File: src/rtl/snd_mix_sched_if.sv
// snd_mix_sched_if: bus between the audio mixer/scheduler and its environment.
//   Source side : src_l/src_r (packed, source k at [k]), vol (9-bit gain per source),
//                 src_en, sat_clr.
//   Sound side  : snd_clk strobe, snd_phase, snd_next_sample, mixed snd_l/snd_r,
//                 sticky sat_l/sat_r, mix_busy.
// master = the block feeding sources and consuming the mix, slave = snd_mix_sched.
interface snd_mix_sched_if #(parameter int SRC_NUM = 4);
  logic        [SRC_NUM-1:0][15:0] src_l;
  logic        [SRC_NUM-1:0][15:0] src_r;
  logic        [SRC_NUM-1:0][8:0]  vol;
  logic        [SRC_NUM-1:0]       src_en;
  logic                            sat_clr;
  logic                            snd_clk;
  logic        [8:0]               snd_phase;
  logic                            snd_next_sample;
  logic signed [15:0]              snd_l;
  logic signed [15:0]              snd_r;
  logic                            sat_l;
  logic                            sat_r;
  logic                            mix_busy;

  modport master (
    output src_l, src_r, vol, src_en, sat_clr,
    input  snd_clk, snd_phase, snd_next_sample, snd_l, snd_r, sat_l, sat_r, mix_busy
  );

  modport slave (
    input  src_l, src_r, vol, src_en, sat_clr,
    output snd_clk, snd_phase, snd_next_sample, snd_l, snd_r, sat_l, sat_r, mix_busy
  );
endinterface

File: src/rtl/snd_mix_sched.sv
// snd_mix_sched: sound timing generator and per-frame stereo mixer.
//   clk, rst_n : system clock, asynchronous active-low reset.
//   bus        : snd_mix_sched_if slave port (sources, gains, enables, sat_clr in;
//                snd_clk, snd_phase, snd_next_sample, snd_l/r, sat_l/r, mix_busy out).
// A fractional divider makes the snd_clk strobe; 512 strobes form one frame. At each
// frame boundary the sources are snapshotted and mixed with one shared multiplier,
// one product per cycle (src0 L, src0 R, src1 L, ...), then clamped to 16 bits.
module snd_mix_sched #(
  parameter int SRC_NUM = 4,
  parameter int DIV_NUM = 1,
  parameter int DIV_DEN = 4
) (
  input logic             clk,
  input logic             rst_n,
  snd_mix_sched_if.slave  bus
);

  localparam int SLOT_W = $clog2(2*SRC_NUM) + 1;
  localparam int IDX_W  = SLOT_W - 1;
  localparam logic [SLOT_W-1:0] LAST_SLOT = SLOT_W'(2*SRC_NUM - 1);
  localparam logic [24:0] NUM25 = 25'(DIV_NUM);
  localparam logic [24:0] DEN25 = 25'(DIV_DEN);

  typedef enum logic [1:0] {S_IDLE, S_CAPT, S_MAC, S_SAT} state_t;

  // ---------------- fractional divider + phase ----------------
  logic [23:0] acc_q;
  logic [24:0] acc_sum;
  logic        snd_clk_q;
  logic [8:0]  phase_q;
  logic        next_sample;

  // One extra bit so acc+DIV_NUM cannot wrap before the compare.
  assign acc_sum = {1'b0, acc_q} + NUM25;

  always_ff @(posedge clk or negedge rst_n) begin
    if (!rst_n) begin
      acc_q     <= '0;
      snd_clk_q <= 1'b0;
      phase_q   <= '0;
    end else begin
      if (acc_sum >= DEN25) begin
        acc_q     <= 24'(acc_sum - DEN25);
        snd_clk_q <= 1'b1;
      end else begin
        acc_q     <= acc_sum[23:0];
        snd_clk_q <= 1'b0;
      end
      if (snd_clk_q) phase_q <= phase_q + 9'd1;
    end
  end

  assign next_sample = snd_clk_q & (phase_q == 9'd511);

  // ---------------- per-source gain clamp ----------------
  logic [SRC_NUM-1:0][8:0] vol_clamp;

  for (genvar k = 0; k < SRC_NUM; k++) begin : g_vol
    assign vol_clamp[k] = (bus.vol[k] > 9'd256) ? 9'd256 : bus.vol[k];
  end

  // ---------------- mixer datapath ----------------
  state_t                   state_q;
  logic [SLOT_W-1:0]        slot_q;
  logic [SRC_NUM-1:0][15:0] sh_l_q, sh_r_q;
  logic [SRC_NUM-1:0][8:0]  sh_vol_q;
  logic [SRC_NUM-1:0]       sh_en_q;
  logic signed [20:0]       mac_l_q, mac_r_q;
  logic signed [15:0]       snd_l_q, snd_r_q;
  logic                     sat_l_q, sat_r_q;

  logic [IDX_W-1:0]   src_idx;
  logic signed [15:0] sel_smp;
  logic [8:0]         sel_vol;
  logic               sel_en;
  logic signed [9:0]  vol_ext;
  logic signed [25:0] prod;
  logic signed [17:0] prod_sh;
  logic signed [20:0] addend;

  // Slot bit 0 picks the channel, upper bits pick the source.
  assign src_idx = slot_q[SLOT_W-1:1];

  always_comb begin
    sel_smp = '0;
    sel_vol = '0;
    sel_en  = 1'b0;
    for (int k = 0; k < SRC_NUM; k++) begin
      if (src_idx == IDX_W'(k)) begin
        sel_smp = slot_q[0] ? sh_r_q[k] : sh_l_q[k];
        sel_vol = sh_vol_q[k];
        sel_en  = sh_en_q[k];
      end
    end
  end

  assign vol_ext = {1'b0, sel_vol};
  assign prod    = sel_smp * vol_ext;
  // Taking bits [25:8] is an arithmetic shift by 8: rounds toward -inf.
  assign prod_sh = prod[25:8];
  assign addend  = sel_en ? {{3{prod_sh[17]}}, prod_sh} : '0;

  // Output clamp
  logic signed [15:0] clamp_l, clamp_r;
  logic               clip_l, clip_r;

  always_comb begin
    clamp_l = mac_l_q[15:0];
    clip_l  = 1'b0;
    if (mac_l_q > 21'sd32767) begin
      clamp_l = 16'sh7fff;
      clip_l  = 1'b1;
    end else if (mac_l_q < -21'sd32768) begin
      clamp_l = -16'sh8000;
      clip_l  = 1'b1;
    end
    clamp_r = mac_r_q[15:0];
    clip_r  = 1'b0;
    if (mac_r_q > 21'sd32767) begin
      clamp_r = 16'sh7fff;
      clip_r  = 1'b1;
    end else if (mac_r_q < -21'sd32768) begin
      clamp_r = -16'sh8000;
      clip_r  = 1'b1;
    end
  end

  // ---------------- mixing FSM ----------------
  always_ff @(posedge clk or negedge rst_n) begin
    if (!rst_n) begin
      state_q  <= S_IDLE;
      slot_q   <= '0;
      sh_l_q   <= '0;
      sh_r_q   <= '0;
      sh_vol_q <= '0;
      sh_en_q  <= '0;
      mac_l_q  <= '0;
      mac_r_q  <= '0;
      snd_l_q  <= '0;
      snd_r_q  <= '0;
      sat_l_q  <= 1'b0;
      sat_r_q  <= 1'b0;
    end else begin
      // A clip in the SAT cycle beats a simultaneous clear.
      sat_l_q <= (sat_l_q & ~bus.sat_clr) | ((state_q == S_SAT) & clip_l);
      sat_r_q <= (sat_r_q & ~bus.sat_clr) | ((state_q == S_SAT) & clip_r);
      case (state_q)
        S_IDLE: if (next_sample) state_q <= S_CAPT;
        S_CAPT: begin
          sh_l_q   <= bus.src_l;
          sh_r_q   <= bus.src_r;
          sh_vol_q <= vol_clamp;
          sh_en_q  <= bus.src_en;
          mac_l_q  <= '0;
          mac_r_q  <= '0;
          slot_q   <= '0;
          state_q  <= S_MAC;
        end
        S_MAC: begin
          if (slot_q[0]) mac_r_q <= mac_r_q + addend;
          else           mac_l_q <= mac_l_q + addend;
          slot_q <= slot_q + 1'b1;
          if (slot_q == LAST_SLOT) state_q <= S_SAT;
        end
        S_SAT: begin
          snd_l_q <= clamp_l;
          snd_r_q <= clamp_r;
          state_q <= S_IDLE;
        end
        default: state_q <= S_IDLE;
      endcase
    end
  end

  assign bus.snd_clk         = snd_clk_q;
  assign bus.snd_phase       = phase_q;
  assign bus.snd_next_sample = next_sample;
  assign bus.snd_l           = snd_l_q;
  assign bus.snd_r           = snd_r_q;
  assign bus.sat_l           = sat_l_q;
  assign bus.sat_r           = sat_r_q;
  assign bus.mix_busy        = (state_q != S_IDLE);

endmodule

File: src/flat_wrapper.sv
// flat-port wrapper written by rule: the top's interface ports become plain ports
module snd_mix_sched_flat 
#(
  parameter int SRC_NUM = 4,
  parameter int DIV_NUM = 1,
  parameter int DIV_DEN = 4
)
  (clk, rst_n, bus_src_l, bus_src_r, bus_vol, bus_src_en, bus_sat_clr, bus_snd_clk, bus_snd_phase, bus_snd_next_sample, bus_snd_l, bus_snd_r, bus_sat_l, bus_sat_r, bus_mix_busy);
  snd_mix_sched_if #(.SRC_NUM(SRC_NUM)) bus_i ();
  input logic clk;
  input logic rst_n;
  input wire logic [$bits(bus_i.src_l)-1:0] bus_src_l;
  input wire logic [$bits(bus_i.src_r)-1:0] bus_src_r;
  input wire logic [$bits(bus_i.vol)-1:0] bus_vol;
  input wire logic [$bits(bus_i.src_en)-1:0] bus_src_en;
  input wire logic [$bits(bus_i.sat_clr)-1:0] bus_sat_clr;
  output wire logic [$bits(bus_i.snd_clk)-1:0] bus_snd_clk;
  output wire logic [$bits(bus_i.snd_phase)-1:0] bus_snd_phase;
  output wire logic [$bits(bus_i.snd_next_sample)-1:0] bus_snd_next_sample;
  output wire logic [$bits(bus_i.snd_l)-1:0] bus_snd_l;
  output wire logic [$bits(bus_i.snd_r)-1:0] bus_snd_r;
  output wire logic [$bits(bus_i.sat_l)-1:0] bus_sat_l;
  output wire logic [$bits(bus_i.sat_r)-1:0] bus_sat_r;
  output wire logic [$bits(bus_i.mix_busy)-1:0] bus_mix_busy;
  assign bus_i.src_l = bus_src_l;
  assign bus_i.src_r = bus_src_r;
  assign bus_i.vol = bus_vol;
  assign bus_i.src_en = bus_src_en;
  assign bus_i.sat_clr = bus_sat_clr;
  assign bus_snd_clk = bus_i.snd_clk;
  assign bus_snd_phase = bus_i.snd_phase;
  assign bus_snd_next_sample = bus_i.snd_next_sample;
  assign bus_snd_l = bus_i.snd_l;
  assign bus_snd_r = bus_i.snd_r;
  assign bus_sat_l = bus_i.sat_l;
  assign bus_sat_r = bus_i.sat_r;
  assign bus_mix_busy = bus_i.mix_busy;
  snd_mix_sched #(.SRC_NUM(SRC_NUM), .DIV_NUM(DIV_NUM), .DIV_DEN(DIV_DEN)) u_core (.clk(clk), .rst_n(rst_n), .bus(bus_i));
endmodule
File: config.mk
export PLATFORM = sky130hd
export DESIGN_NAME = snd_mix_sched_flat
export DESIGN_NICKNAME = d
export VERILOG_FILES = /design/src/rtl/snd_mix_sched_if.sv /design/src/rtl/snd_mix_sched.sv /design/src/flat_wrapper.sv
export SDC_FILE = /design/constraint.sdc
export NUM_CORES = 1
export LEC_CHECK = 0
export ABC_AREA = 1
export CAP_MARGIN = 20
export CELL_PAD_IN_SITES_DETAIL_PLACEMENT = 1
export CELL_PAD_IN_SITES_GLOBAL_PLACEMENT = 1
export CORE_MARGIN = 3
export CORE_UTILIZATION = 29
export CTS_CLUSTER_SIZE = 12
export DETAILED_ROUTE_END_ITERATION = 16
export PLACE_DENSITY = 0.57
export SLEW_MARGIN = 20
export SYNTH_ARGS = -nofsm -noshare
export SYNTH_HDL_FRONTEND = slang
export SYNTH_SLANG_ARGS = --single-unit
File: constraint.sdc
create_clock -name clk -period 11 [get_ports clk]
set_input_delay 2.2 -clock clk [delete_from_list [all_inputs] [get_ports clk]]
set_output_delay 2.2 -clock clk [all_outputs]
set_load 0.02 [all_outputs]
---- Word level (Yosys, flattened, before mapping) ----
Cells that the tools add are included.
cells by class
  shifts and indexed selects .............. 0
  multipliers ............................. 1
  reduce and logical (&&, ||, !) cells .... 7
  order comparisons ....................... 9
  bitwise gates (word level) .............. 8
  equal/unequal tests ..................... 12
  div/mod/pow operators ................... 0
  $add $sub $neg .......................... 6
  muxes and demuxes ....................... 39
operators by type and width
  cell                                                  count
  two-way mux 16 bit                                    12
  one-hot mux 21 bit (2 select lines)                   2
  two-way mux 9 bit                                     8
  two-way mux 21 bit                                    3
  adder 21 bit                                          2
  > comparator 21 x 16 -> 1 bit, second input constant  2
  < comparator 21 x 16 -> 1 bit, second input constant  2
  > comparator 9 bit, second input constant             4
  multiplier 16 x 10 -> 26 bit                          1
  adder 24 x 1 -> 25 bit, second input constant         1
  >= comparator 25 x 3 -> 1 bit, second input constant  1
  two-way mux 24 bit                                    1
  subtractor 24 x 3 -> 24 bit, second input constant    1
  adder 9 x 1 -> 9 bit, second input constant           1
  equality test 9 bit, second input constant            1
  two-way mux 1 bit                                     9
  one-hot mux 2 bit (4 select lines)                    1
  one-hot mux 4 bit (2 select lines)                    1
  equality test 3 x 2 -> 1 bit, second input constant   2
  AND reduction 2 bit                                   3
  bitwise AND 1 bit                                     5
  adder 4 x 1 -> 4 bit, second input constant           1
  equality test 2 bit, second input constant            2
  equality test 4 x 3 -> 1 bit, second input constant   1
  other kinds (10)                                      15
storage, ports and cells
  memories ................................ 0
  bits in latches ......................... 0
  RAM bits ................................ 0
  register bits after elaboration ......... 284
  output and inout port bits .............. 46
  logic and storage cells ................. 106
  bits of input ports ..................... 171
  bits in read-only memories .............. 0

---- Depth between registers and ports, before layout ----
  depth after elaboration ................. 10
  depth in mapped cells ................... 49
  depth with buffers taken out ............ 46

---- Worst setup path after synthesis ----
No wires, ideal clock.
  path kind ............................... reg2reg
  from .................................... register u_core.slot_q[0]
  to ...................................... register u_core.mac_l_q[17]
  cell stages (with the launch flop) ...... 48
  clock period less this slack ............ 8256 ps
  path buffers ............................ 5
  arrival time ............................ 8138 ps
  data required time ...................... 10883 ps
  path slack .............................. 2744 ps
  library setup time ...................... 117 ps
  path through ............................ dfrtp_1 buf_2 buf_2 clkbuf_1 clkbuf_1 clkbuf_1 o21ai_0 o21ai_0 nand2_1 inv_1 nand2_1 fa_1 inv_1 fa_1 inv_1 fa_1 inv_1 fa_1 (+12 left out) ha_1 nand3_1 nand2_1 inv_1 o21ai_0 inv_1 o21ai_0 inv_1 o21ai_0 nand2_1 a21oi_1 nand3_1 nand2_1 nand2_1 nand2_1 nand2_1 nand3_1 nand2_1
on the way
  word-level cells in the longest chain between the ends .. 10
  elaborated cells on any way between the ends .. 15
  those cells by class .................... 1 x add/sub; 1 x mul; 1 x eq/ne; 11 x mux; 1 x reduce/logical
RTL lines
  item                                 line                  text
  from (decl)                          snd_mix_sched.sv:64   logic [SLOT_W-1:0] slot_q;
  from (signal assigned)               snd_mix_sched.sv:162  slot_q <= slot_q + 1'b1;
  two-way mux 16 bit                   snd_mix_sched.sv:90   sel_smp = slot_q[0] ? sh_r_q[k] : sh_l_q[k];
  two-way mux 16 bit (4 in a row)      snd_mix_sched.sv:89   if (src_idx == IDX_W'(k)) begin
  multiplier 16 x 10 -> 26 bit         snd_mix_sched.sv:98   assign prod = sel_smp * vol_ext;
  two-way mux 21 bit                   snd_mix_sched.sv:101  assign addend = sel_en ? {{3{prod_sh[17]}}, prod_sh} : '0;
  adder 21 bit                         snd_mix_sched.sv:161  else mac_l_q <= mac_l_q + addend;
  two-way mux 21 bit                   snd_mix_sched.sv:160  if (slot_q[0]) mac_r_q <= mac_r_q + addend;
  one-hot mux 21 bit (2 select lines)  snd_mix_sched.sv:147  case (state_q)
  to (signal assigned)                 snd_mix_sched.sv:161
  to (decl)                            snd_mix_sched.sv:68   logic signed [20:0] mac_l_q, mac_r_q;
Parallel ways exist; a longest one is shown, timed or not. The select of a mux whose other input is x is not followed.
A chain may end at the register's enable or synchronous reset.

---- Final worst setup path ----
  from .................................... register u_core.slot_q[1]
  to ...................................... register u_core.mac_l_q[19]
on the way
  word-level cells in the longest chain between the ends .. 10
  elaborated cells on any way between the ends .. 21
  those cells by class .................... 1 x add/sub; 1 x mul; 3 x eq/ne; 15 x mux; 1 x reduce/logical
RTL lines
  item                                                                  line
  logical NOT 3 bit                                                     snd_mix_sched.sv:89
  two-way mux 16 bit or two-way mux 9 bit (tied branches) (4 in a row)  snd_mix_sched.sv:89
  multiplier 16 x 10 -> 26 bit                                          snd_mix_sched.sv:98
  two-way mux 21 bit *                                                  snd_mix_sched.sv:101
  adder 21 bit *                                                        snd_mix_sched.sv:161
  two-way mux 21 bit *                                                  snd_mix_sched.sv:160
  one-hot mux 21 bit (2 select lines) *                                 snd_mix_sched.sv:147
Every way passes the cells marked *; elsewhere a longest branch is shown, timed or not. The select of a mux whose other input is x is not followed.

==> results.txt <==
Crit path max-delay cell type: sky130_fd_sc_hd__inv_1
HPWL Detailed: 54.7 mm
Start point of the worst hold path: u_core.acc_q[0]$_DFF_PN0_
Number of library cell types mapped by synthesis: 56
Top cells by area in the synthesized netlist: sky130_fd_sc_hd__dfrtp_1 (35%), sky130_fd_sc_hd__nand2_1 (14%), sky130_fd_sc_hd__fa_1 (12%)
IO buf count: 216
Vertical die dimension: 272 µm
Synthesized area per cell: 7.64 µm²
Min-Delay Endpoint: u_core.acc_q[0]$_DFF_PN0_
Max IR drop VDD: 0.0922 mV
DR iter-0 viols: 716
Syn_nets: 3078
Placed cells: 3761
Endpoint required time on the critical path: 11.45 ns
Total global-route track usage: 0.190
Area of the die: 73900 µm²
Launch instance of the worst register-to-register path: u_core.slot_q[1]$_DFFE_PN0P_
Number of synthesis warnings: 0
Type of origin of the critical path: register
Sum of routed wire length over all layers: 69.6 mm
Most repeated cell in the gate-level netlist after synthesis: sky130_fd_sc_hd__nand2_1
Fraction of the core area covered by cells at the end of the flow: 0.360
Via count of the routed design: 18005
Period utilization: 0.874
Class of the worst hold path: reg -> reg
Number of routed nets with antenna violations: 0
Hold violation total from the final report: 0
Number of setup buffers added after CTS: 0
Largest incremental delay on the critical path: 0.77 ns
Worst slew slack as a fraction of its limit: 0.385
Worst-path maximum fanout: 22
Placer's final routability congestion estimate: 0.831
Summed instance area of the synthesized netlist: 20500 µm²
Post-layout nets: 3266
Most used flip-flop cell after synthesis: sky130_fd_sc_hd__dfrtp_1
Static leakage power: 12.2 nW
Number of rows in the core area: 96
Number of buffers inserted by hold repair at cts: 0
Initial core utilization: 0.296
Final setup violation count: 0
Count of non-filler cells in the finished layout: 3829
Leading cell types by count after synthesis: sky130_fd_sc_hd__nand2_1 (737), sky130_fd_sc_hd__inv_1 (414), sky130_fd_sc_hd__dfrtp_1 (284)
Initial DRT Pass Iterations: 5
Max Cap Viol: 0
Count of clock tree sinks: 284
FF-to-FF path depth: 42
Std-Cell Core Area: 69300 µm²
Number of cells produced by synthesis: 2682
Setup repair after global routing missed its margin: no
Summed negative setup slack over all endpoints: 0 ns
Most used cell, CP: sky130_fd_sc_hd__inv_1
Number of levels in the clock H-tree: 2
Cts bufs inserted: 38
Slew Viols, Final: 0
IO Pins: 217
Final clock skew: 0.0266 ns
Clock latency at the later pin of the worst-skew pair: 0.56 ns
Final worst-path setup slack: 1.38 ns
Power Density: 130 nW/µm²
Post-CTS clock slew at the launch and capture registers of the worst setup and hold paths: 0.07 ns
Post-Place Worst Slack: 1.36 ns
Cell type with the highest aggregate area in the netlist: sky130_fd_sc_hd__dfrtp_1
Proportion of netlist area held by the largest area contributor: 0.347
Register-to-Register Setup Slack: 1.38 ns
Average routed wire per standard cell: 18.2 µm
Worst Setup Path Type: reg -> reg
Area Growth Syn to Fin: 21.8%
Vias in the first global route: 19996
Number of flops mapped to enable cells by yosys: 0
CTS root buffer: sky130_fd_sc_hd__clkbuf_16
Maximum number of pins on one net before global-route repair: 179
Share of async-settable or async-resettable flops after synthesis: 1.00
Remaining DRCs: 0
Result of the run: complete, no violations
#FFs+latches synth: 284
TritonCTS clock tree: built
Cell depth of the worst hold path: 1
Width of the die: 272 µm
Fraction of layout instances using a drive strength above 1: 0.0438
Remaining Overflow, GRT: 0
Global-route wire length before repair: 111 mm
Data arrival time of the critical path: 10.06 ns
Initial antenna violation count: 1
End of the worst register-to-register path: u_core.mac_l_q[19]$_DFFE_PN0P_
Via-to-Cell Ratio: 4.70
Pin slew with the least headroom to its limit: 0.922 ns
Maximum frequency from static timing analysis: 104 MHz
Part of the Yosys area used for sequential elements: 0.347
Longest Clk Path Bufs: 3
Nature of the critical path endpoint: register
Post-layout min period: 9.62 ns
Number of gates resized after cts: 0
-- per-stage QoR --
| step | total power (W) | cell area [µm²] | hold WS [ns] |
|---|---|---|---|
| floorplan | 0.00166 | 20500 | 0.425 |
| global placement | 0.00194 | 23600 | 0.441 |
| detailed placement | 0.00196 | 23700 | 0.448 |
| CTS | 0.00329 | 24900 | 0.456 |
| global route | 0.00344 | 25000 | 0.488 |
| finish | 0.00323 | 25000 | 0.449 |
-- logic make-up (layout without fill, tap and decap cells) --
family / count (synthesis) / count (layout) / synth area share
compound gates: 439 / 439 / 0.118
xor+xnor: 57 / 57 / 0.0251
other cells: 0 / 1 / 0
buf+inv: 508 / 723 / 0.0942
simple gates: 1169 / 1169 / 0.233
flops: 284 / 284 / 0.347
fa+ha+maj: 225 / 225 / 0.182
-- worst max-delay path by stage --
stage,start,to,slack (ns),depth (start not counted)
after floorplan,u_core.slot_q[0]$_DFFE_PN0P_,u_core.mac_l_q[17]$_DFFE_PN0P_,2.74,47
after global placement,u_core.slot_q[1]$_DFFE_PN0P_,u_core.mac_l_q[19]$_DFFE_PN0P_,1.66,42
after detailed placement,u_core.slot_q[1]$_DFFE_PN0P_,u_core.mac_l_q[19]$_DFFE_PN0P_,1.36,42
after CTS,u_core.slot_q[1]$_DFFE_PN0P_,u_core.mac_l_q[19]$_DFFE_PN0P_,1.35,42
after global routing,u_core.slot_q[1]$_DFFE_PN0P_,u_core.mac_l_q[19]$_DFFE_PN0P_,0.54,42
final,u_core.slot_q[1]$_DFFE_PN0P_,u_core.mac_l_q[19]$_DFFE_PN0P_,1.38,42
-- state kept, by name, indices dropped and copies added, names as in the netlist, 2 cells and up --
signal,count
u_core.acc_q,24
u_core.bus.snd_l,16
u_core.sh_en_q,4
u_core.mac_r_q,21
u_core.sh_r_q,64
u_core.sh_l_q,64
u_core.bus.snd_phase,9
u_core.sh_vol_q,36
u_core.state_q,2
u_core.slot_q,4
u_core.mac_l_q,21
u_core.bus.snd_r,16
-- routing by layer --
metal | wire length, µm | vias up | GRT usage
met5 | 0 | - | 0
met4 | 1430 | 0 | 0.0436
met3 | 2370 | 75 | 0.0270
met2 | 33800 | 250 | 0.331
met1 | 32000 | 8860 | 0.248
li1 | - | 8820 | -
-- final cells by class --
class,instances,area (µm²)
well taps,931,1160
diodes,1,2.50
inverters,422,1580
clock inverters,17,221
flip-flops and latches,284,7110
repair buffers,234,2310
fillers,8449,44400
clock buffers,50,1070
multi-input cells,1890,11500
-- power by group --
| group | switching (W) | total, W | internal [W] | leakage [nW] |
|---|---|---|---|---|
| registers | 0.000000463 | 0.00105 | 0.00105 | 3.09 |
| logic | 0.000567 | 0.000891 | 0.000324 | 8.47 |
| clock network | 0.000515 | 0.00130 | 0.000781 | 0.623 |
-- critical path, delay by kind of cell, from the launching register on --
| family | cells | cell delay [ns] |
|---|---|---|
| fa+ha+maj | 7 | 3.25 |
| compound gates | 10 | 2.01 |
| simple gates | 15 | 1.94 |
| buf+inv | 10 | 1.62 |
| flops | 1 | 0.62 |
-- cell usage in the layout, fill, tap and decap left out, drive strengths merged, types with 42 or more instances in the layout --
cell type and instances:
nand2 743, inv 421, dfrtp 284, nor2 252, o21ai 220, clkdlybuf4s50 215, a21oi 140, fa 123
ha 102, nand3 102, clkbuf 50, xor2 42
Note: power is estimated with default switching activity, not from simulation.
